===== src/rtl/pwm_multi_channel_if.sv =====
// PWM control/status bundle: per-channel enables, duty, period
// configuration in; registered PWM outputs and period marker out.
interface pwm_multi_channel_if #(
  parameter int NUM_CH  = 16,
  parameter int CNT_W   = 8,
  parameter int PRESC_W = 8
);
  logic [NUM_CH-1:0]       en_out;
  logic [NUM_CH-1:0]       en_pwm;
  logic [NUM_CH*CNT_W-1:0] duty;
  logic [CNT_W-1:0]        top;
  logic                    center;
  logic [PRESC_W-1:0]      prescale;
  logic [NUM_CH-1:0]       out;
  logic                    period_start;

  modport master (
    output en_out, en_pwm, duty, top,
    output center, prescale,
    input  out, period_start
  );

  modport slave (
    input  en_out, en_pwm, duty, top,
    input  center, prescale,
    output out, period_start
  );
endinterface


===== src/rtl/pwm_multi_channel.sv =====
// Multi-channel PWM sharing one prescaled counter; edge- or
// center-aligned, with duty/top/mode shadowed at period boundaries.
module pwm_multi_channel #(
  parameter int NUM_CH  = 16,
  parameter int CNT_W   = 8,
  parameter int PRESC_W = 8
) (
  input logic                 clk,
  input logic                 rst_n,
  pwm_multi_channel_if.slave  bus
);

  logic [PRESC_W-1:0] r_psc;
  logic [CNT_W-1:0]   r_cnt;
  logic               r_dir_dn;
  logic [CNT_W-1:0]   r_duty_sh [NUM_CH];
  logic [CNT_W-1:0]   r_top_sh;
  logic               r_center_sh;
  logic [NUM_CH-1:0]  r_out;
  logic               r_ps;

  logic               w_tick;
  logic               w_center;
  logic               w_bound;
  logic [NUM_CH-1:0]  w_raw;

  // A prescale lowered below the running count ticks right away
  assign w_tick   = (r_psc >= bus.prescale);
  assign w_center = r_center_sh && (r_top_sh != '0);

  always_comb begin
    w_bound = 1'b0;
    if (w_tick) begin
      if (w_center)
        w_bound = (r_cnt == CNT_W'(1)) &&
                  (r_dir_dn || (r_cnt == r_top_sh));
      else
        w_bound = (r_cnt == r_top_sh);
    end
  end

  always_comb begin
    w_raw = '0;
    for (int i = 0; i < NUM_CH; i++)
      w_raw[i] = (r_duty_sh[i] == '1) ||
                 (r_cnt < r_duty_sh[i]);
  end

  always_ff @(posedge clk) begin
    if (!rst_n) begin
      r_psc       <= '0;
      r_cnt       <= '0;
      r_dir_dn    <= 1'b0;
      r_top_sh    <= '0;
      r_center_sh <= 1'b0;
      r_out       <= '0;
      r_ps        <= 1'b0;
      for (int i = 0; i < NUM_CH; i++)
        r_duty_sh[i] <= '0;
    end else begin
      r_psc <= w_tick ? '0 : r_psc + 1'b1;
      r_ps  <= w_bound;
      r_out <= bus.en_out & (~bus.en_pwm | w_raw);
      if (w_bound) begin
        r_cnt       <= '0;
        r_dir_dn    <= 1'b0;
        r_top_sh    <= bus.top;
        r_center_sh <= bus.center;
        for (int i = 0; i < NUM_CH; i++)
          r_duty_sh[i] <= bus.duty[i*CNT_W +: CNT_W];
      end else if (w_tick) begin
        if (!w_center) begin
          r_cnt <= r_cnt + 1'b1;
        end else if (r_dir_dn) begin
          r_cnt <= r_cnt - 1'b1;
        end else if (r_cnt == r_top_sh) begin
          r_cnt    <= r_cnt - 1'b1;
          r_dir_dn <= 1'b1;
        end else begin
          r_cnt <= r_cnt + 1'b1;
        end
      end
    end
  end

  assign bus.out          = r_out;
  assign bus.period_start = r_ps;

endmodule

===== src/flat_wrapper.sv =====
// flat-port wrapper written by rule: the top's interface ports become plain ports
module pwm_multi_channel_flat 
#(
  parameter int NUM_CH  = 16,
  parameter int CNT_W   = 8,
  parameter int PRESC_W = 8
)
  (clk, rst_n, bus_en_out, bus_en_pwm, bus_duty, bus_top, bus_center, bus_prescale, bus_out, bus_period_start);
  pwm_multi_channel_if #(.NUM_CH(NUM_CH), .CNT_W(CNT_W), .PRESC_W(PRESC_W)) bus_i ();
  input logic clk;
  input logic rst_n;
  input wire logic [$bits(bus_i.en_out)-1:0] bus_en_out;
  input wire logic [$bits(bus_i.en_pwm)-1:0] bus_en_pwm;
  input wire logic [$bits(bus_i.duty)-1:0] bus_duty;
  input wire logic [$bits(bus_i.top)-1:0] bus_top;
  input wire logic [$bits(bus_i.center)-1:0] bus_center;
  input wire logic [$bits(bus_i.prescale)-1:0] bus_prescale;
  output wire logic [$bits(bus_i.out)-1:0] bus_out;
  output wire logic [$bits(bus_i.period_start)-1:0] bus_period_start;
  assign bus_i.en_out = bus_en_out;
  assign bus_i.en_pwm = bus_en_pwm;
  assign bus_i.duty = bus_duty;
  assign bus_i.top = bus_top;
  assign bus_i.center = bus_center;
  assign bus_i.prescale = bus_prescale;
  assign bus_out = bus_i.out;
  assign bus_period_start = bus_i.period_start;
  pwm_multi_channel #(.NUM_CH(NUM_CH), .CNT_W(CNT_W), .PRESC_W(PRESC_W)) u_core (.clk(clk), .rst_n(rst_n), .bus(bus_i));
endmodule

===== config.mk =====
export PLATFORM = sky130hd
export DESIGN_NAME = pwm_multi_channel_flat
export DESIGN_NICKNAME = d
export VERILOG_FILES = /design/src/rtl/pwm_multi_channel_if.sv /design/src/rtl/pwm_multi_channel.sv /design/src/flat_wrapper.sv
export SDC_FILE = /design/constraint.sdc
export NUM_CORES = 1
export LEC_CHECK = 0
export ABC_CLOCK_PERIOD_IN_PS = 18200
export CORE_MARGIN = 1
export CORE_UTILIZATION = 45
export DETAILED_ROUTE_END_ITERATION = 8
export DONT_BUFFER_PORTS = 1
export GPL_ROUTABILITY_DRIVEN = 1
export PLACE_DENSITY_LB_ADDON = 0.05
export RECOVER_POWER = 25
export SYNTH_ARGS = -nofsm -noshare
export SYNTH_HDL_FRONTEND = slang
export SYNTH_SLANG_ARGS = --single-unit
export TNS_END_PERCENT = 100

===== constraint.sdc =====
create_clock -name clk -period 18.2 [get_ports clk]
set_input_delay 3.64 -clock clk [delete_from_list [all_inputs] [get_ports clk]]
set_output_delay 3.64 -clock clk [all_outputs]
set_load 0.05 [all_outputs]

==> results of run 1 <==
## final timing paths
kind                                 from                                   end  cells after the start
max                       bus_prescale[5]  u_core.r_duty_sh[5][4]$_SDFFCE_PN0P_                      7
min            u_core.r_psc[0]$_SDFF_PP0_            u_core.r_psc[0]$_SDFF_PP0_                      1
max reg2reg  u_core.r_cnt[6]$_SDFFE_PP0P_  u_core.r_duty_sh[5][4]$_SDFFCE_PN0P_                      6
min reg2reg    u_core.r_psc[0]$_SDFF_PP0_            u_core.r_psc[0]$_SDFF_PP0_                      1
## per-layer routing
metal	part of all wire	GRT usage	wire, um
met1	0.42	0.238	9590
met2	0.49	0.356	11200
met3	0.062	0.0599	1410
met4	0.020	0.0705	464
met5	0.0023	0	53
## stage by stage
| step | setup WS, ps | utilization | hold slack [ps] |
|---|---|---|---|
| 6_report | 11480 | 0.500 | 471 |
| 5_1_grt | 11140 | 0.499 | 504 |
| 4_1_cts | 11410 | 0.499 | 473 |
| 3_5_place_dp | 10950 | 0.471 | 457 |
| 3_3_place_gp | 11040 | 0.471 | 446 |
| 2_1_floorplan | 9920 | - | 430 |
## logic make-up (layout without fill, tap and decap cells)
group | count (synthesis) | in the layout
other cells | 0 | 9
fa+ha+maj | 124 | 124
compound gates | 183 | 183
buf+inv | 150 | 162
simple gates | 277 | 277
mux | 12 | 12
flops | 171 | 171
xor+xnor | 15 | 15
## sequential cells by signal (all words and copies together), names as in the netlist
register	cells
u_core.r_psc	8
u_core.r_cnt	8
u_core.r_duty_sh	128
u_core.r_dir_dn	1
u_core.bus.out	16
u_core.bus.period_start	1
u_core.r_center_sh	1
u_core.r_top_sh	8
## cell usage after synthesis (3+ instances only)
| cell | count |
|---|---|
| inv_1 | 126 |
| edfxtp_1 | 128 |
| o211ai_1 | 6 |
| xor2_1 | 11 |
| a31oi_1 | 17 |
| o21ai_0 | 35 |
| clkbuf_1 | 13 |
| nand3_1 | 13 |
| and3_1 | 4 |
| nand2b_1 | 18 |
| a21oi_1 | 23 |
| nand4_1 | 33 |
| and2_1 | 129 |
| dfxtp_1 | 43 |
| nand2_1 | 22 |
| a21o_1 | 65 |
| mux2i_1 | 12 |
| clkbuf_2 | 7 |
| nor2_1 | 37 |
| or3_1 | 4 |
| o2111ai_1 | 19 |
| xnor2_1 | 4 |
| ha_1 | 124 |
| or2_2 | 3 |
## area by class of cell
type	instances	area, um^2	area share
repair buffers	4	30.0	0.00275
multi-input cells	611	4710	0.432
diodes	9	22.5	0.00207
clock buffers	25	528	0.0484
flip-flops and latches	171	4710	0.432
inverters	126	473	0.0434
well taps	280	350	0.0321
clock inverters	7	76.3	0.00700
## report_power, final
part | switching [mW] | internal [mW]
logic | 0.0265 | 0.0196
clock network | 0.150 | 0.217
registers | 0.0163 | 0.437
==> metrics.md, run 1 <==
| Metric | Value |
|---|---|
| Final nets | 1234 |
| CTS resizes | 0 |
| GPL Wtd Cong | 0.835 |
| Synth unique cells | 53 |
| Simple-gate share of the synthesized area | 0.162 |
| Die ar. | 0.0228 mm^2 |
| Chip height | 151 um |
| Global-route wire length before repair | 34.7 mm |
| Via density | 5.42 |
| Fillers | 1898 |
| Clk sinks | 171 |
| Per-cell routed wire length | 18.4 um |
| Initial DRC count | 328 |
| Power density over cell area | 79.5 mW/mm^2 |
| CORE AREA | 0.0218 mm^2 |
| CP Class | input pin to flop |
| Top cells by area, synth | edfxtp_1 (38%), ha_1 (16%), dfxtp_1 (8.6%) |
| Number of synthesized flops with an enable pin | 128 |
| Buffers on Ports | 0 |
| Placed instance count | 1192 |
| Die width | 151 um |
| Final period util | 0.369 |
| Final instance area | 0.0109 mm^2 |
| Worst Tran Pin Value | 977 ps |
| Post-Syn Nets | 1235 |
| Synth Area in Compound Gates | 0.128 |
| H-tree depth | 4 |
| Status | finished clean |
| Dpl cell area | 0.0103 mm^2 |
| Worst hold path class | flop to flop |
| Commonest non-fill, non-tap cells in the layout | edfxtp_1 (128), inv_1 (126), ha_1 (124) |
| Crit start category | input pin |
| CTS tree | yes |
| Clk buf depth | 2 |
| Normalized max-slew margin | 0.349 |
| Cell with the largest stage delay on the worst path | buf_4 |
| Layout Area Growth over Synthesis | 9.08% |
| GRT Total Usage | 0.204 |
| Mux share of post-synthesis cell area | 0.0120 |
| Syn avg cell area | 10.7 um^2 |
| Setup-failing EPs final | 0 |
| R2R setup slack | 13630 ps |
| Post-CTS Setup Inserts | 0 |
| Asr flop ratio synth | 0 |
| Buf+Inv Stages, Crit Path | 2 |
| RSZ-0062 raised after global routing | no |
| Cell count after synthesis | 932 |
| Endpoints failing hold | 0 |
| Pre-antenna DRT Iters | 5 |
| Latest clock arrival within the worst-skew pair | 430 ps |
| Final Skew | 12.3 ps |
| CP max FO | 81 |
| Fin crit period | 6720 ps |
| Final wirelength | 22.7 mm |
| Max Cap Viol | 0 |
| Dominant synthesized flop cell | edfxtp_1 |
| Post-Synth XOR/XNOR Area | 0.0131 |
| Critical path's largest stage delay | 860 ps |
| CTS clk-pin slew, worst paths | 70 ps |
| CP Cell Sequence | inv_1 -> ha_1 -> o2111ai_1 -> o21ba_2 -> nor4_4 -> nand2b_4 -> buf_4 |
| DRC | 0 |
| Most common cell after layout, fill and taps aside | edfxtp_1 |
| Vias in the first global route | 6693 |
| Fin cells | 1233 |
| Leak | 4.96 nW |
| F_max | 149 MHz |
| Crit. End Element | flop |
| Synth area leader | edfxtp_1 |
| Starting Density | 0.458 |
| Critical Path AT | 6760 ps |
| VDD IR max | 0.0560 mV |
| CP required | 18240 ps |
| FP Rows | 54 |
| Antenna violations before repair | 12 |
| Post-synthesis sequential area ratio | 0.471 |
| # hold bufs at CTS | 0 |
| TNS Setup | 0 ps |
| Warnings, synthesis | 0 |
| Share of cells above drive strength 1 | 0.0593 |
| Routed Antenna Nets | 0 |
| Synthesized area | 0.00999 mm^2 |
| Largest family of logic cells by synthesized area | simple AND/OR/NAND/NOR gates |
| DR vias | 6683 |
| HPWL Detailed | 15.5 mm |
| Count of pins over their slew limit | 0 |
| Count of state elements after synthesis | 171 |
| Num CTS Buffers | 17 |
| Post-synth top area share | 0.385 |
| Gr ovfl total | 0 |
| CTS root buf | clkbuf_16 |
| # IOs | 196 |
| Family with the most delay on the worst path | simple AND/OR/NAND/NOR gates |
| Total power | 0.866 mW |
| Pin count of the biggest net entering global routing | 82 |
| Synth Area in Adders | 0.155 |
Power figures use the tool's default switching activity.
==> run 2: changes to the inputs <==
Settings changed: ABC_CLOCK_PERIOD_IN_PS 18200 to 5400.
Clock period 18.2 ns to 5.4 ns, I/O delays scaled along.
==> run 2 against run 1 <==
Compared with the run above:
- final cell count grew 0.49%
- core utilization grew 0.080 points
- final area grew 0.16%
- combinational power grew to 3.4 times the previous value
- clock power grew to 3.3 times the previous value
- flip-flop and latch count is the same
- largest power group unchanged
==> metrics.md, run 2 (synthesis results as in run 1) <==
| Metric | Value |
|---|---|
| Status | finished clean |
| H-tree depth | 4 |
| Die ar. | 0.0228 mm^2 |
| Antenna violations before repair | 14 |
| Fin cells | 1239 |
| TNS Setup | 0 ps |
| Normalized max-slew margin | 0.123 |
| Internal power | 2.23 mW |
| Worst hold path class | flop to flop |
| Endpoints failing hold | 0 |
| Buffers on Ports | 0 |
| Via density | 5.44 |
| Clk buf depth | 2 |
| Gr ovfl total | 0 |
| Post-CTS Setup Inserts | 0 |
| Hold Startpoint | u_core.r_psc[0]$_SDFF_PP0_ |
| Commonest non-fill, non-tap cells in the layout | edfxtp_1 (128), inv_1 (126), ha_1 (124) |
| Reg2reg path depth | 7 |
| Critical Path AT | 4030 ps |
| CP max FO | 53 |
| Largest register by flop count | u_core.r_duty_sh |
| Layout Area Growth over Synthesis | 9.25% |
| # hold bufs at CTS | 0 |
| CTS tree | yes |
| # IOs | 196 |
| Reg power frac | 0.525 |
| Per-cell routed wire length | 18.4 um |
| Global-route wire length before repair | 35.4 mm |
| Pre-antenna DRT Iters | 5 |
| CTS clk-pin slew, worst paths | 70 ps |
| Hold Crit Endpoint | u_core.r_psc[0]$_SDFF_PP0_ |
| DRC | 0 |
| Routed Antenna Nets | 0 |
| GRT Total Usage | 0.208 |
| Num CTS Buffers | 17 |
| Crit start category | flop |
| Most common cell after layout, fill and taps aside | edfxtp_1 |
| Starting Density | 0.458 |
| Combinational share of power | 0.054 |
| Clk sinks | 171 |
| Final period util | 0.731 |
| Initial DRC count | 422 |
| Crit Reg-Reg Endpoint | u_core.r_duty_sh[3][6]$_SDFFCE_PN0P_ |
| F_max | 253 MHz |
| NetSw | 0.684 mW |
| Power density over cell area | 266 mW/mm^2 |
| Leak | 4.96 nW |
| CTS resizes | 0 |
| Count of pins over their slew limit | 0 |
| Hold Path Stages | 1 |
| R2r startpoint | u_core.r_cnt[2]$_SDFFE_PP0P_ |
| Share of cells above drive strength 1 | 0.0590 |
| Final wirelength | 22.8 mm |
| RSZ-0062 raised after global routing | no |
| CP Class | flop to flop |
| Fin crit period | 3950 ps |
| Final Skew | 13.8 ps |
| Chip height | 151 um |
| Max Cap Viol | 0 |
| Worst Tran Pin Value | 1310 ps |
| HPWL Detailed | 15.6 mm |
| Crit. End Element | flop |
| CP Launch Point | u_core.r_cnt[2]$_SDFFE_PP0P_ |
| Die width | 151 um |
| Latest clock arrival within the worst-skew pair | 430 ps |
| Pin count of the biggest net entering global routing | 82 |
| FP Rows | 54 |
| R2R setup slack | 1450 ps |
| CORE AREA | 0.0218 mm^2 |
| DR vias | 6740 |
| GPL Wtd Cong | 0.792 |
| Setup-failing EPs final | 0 |
| CP required | 5480 ps |
| VDD IR max | 0.166 mV |
| Final nets | 1239 |
| Sw Share | 0.235 |
| Clk pwr share | 0.421 |
| Vias in the first global route | 6839 |
| CTS root buf | clkbuf_16 |
| Max FFs per register | 128 |
| Placed instance count | 1197 |
==> run 2: cell types whose count changed in the layout (fill, tap and decap cells not counted), moves of 3 or more <==
cell,change
clkbuf_8,-3
dfxtp_1,+4
dfxtp_2,-4
buf_4,+4
clkinvlp_4,+3
==> run 2: how the worst max path moves through the flow <==
stage | cells after the start | to | slack (ps)
2_1_floorplan | 6 | u_core.r_duty_sh[0][0]$_SDFFCE_PN0P_ | 1210
4_1_cts | 7 | u_core.r_duty_sh[3][6]$_SDFFCE_PN0P_ | 1590
6_report | 7 | u_core.r_duty_sh[3][6]$_SDFFCE_PN0P_ | 1450
3_5_place_dp | 8 | u_core.r_duty_sh[2][4]$_SDFFCE_PN0P_ | 1500
5_1_grt | 7 | u_core.r_duty_sh[3][6]$_SDFFCE_PN0P_ | 1040
3_3_place_gp | 8 | u_core.r_duty_sh[2][4]$_SDFFCE_PN0P_ | 1580
==> run 2: per-layer routing <==
layer,global-route usage,share of wire
met1,0.252,0.44
met2,0.347,0.47
met3,0.0630,0.071
met4,0.0760,0.019
met5,0,0.0027
==> run 2: power groups by stage <==
stage	combinational, mW	clock [mW]	sequential, mW
2_1_floorplan	0.129	0	1.55
3_3_place_gp	0.149	0	1.56
3_5_place_dp	0.159	0	1.56
4_1_cts	0.161	1.25	1.53
5_1_grt	0.183	1.30	1.53
6_report	0.157	1.22	1.53
==> run 2: area by class of cell <==
class,instances,area (um^2)
fill,1939,10900
multi-input combinational,611,4710
sequential,171,4710
inverter,126,473
clock buffer,19,433
tap,280,350
clock inverter,13,141
timing repair buffer,9,80.1
antenna,10,25.0
==> run 2: critical path, cell delays in order, from the launching register on <==
cell	delay, ps
dfxtp_1	1200
xor2_1	180
nor4_2	420
a22oi_4	160
nor4_4	190
buf_4	250
nand2b_4	680
buf_4	480
==> run 2: metrics by stage <==
stage | setup slack [ps] | hold slack (ps) | util | power (mW) | area (um^2)
finish | 1450 | 481 | 0.500 | 2.91 | 10900
global route | 1040 | 502 | 0.500 | 3.02 | 10900
CTS | 1590 | 491 | 0.499 | 2.93 | 10900
detailed placement | 1500 | 473 | 0.473 | 1.72 | 10300
global placement | 1580 | 451 | 0.473 | 1.70 | 10300
floorplan | 1210 | 430 | - | 1.68 | 10000
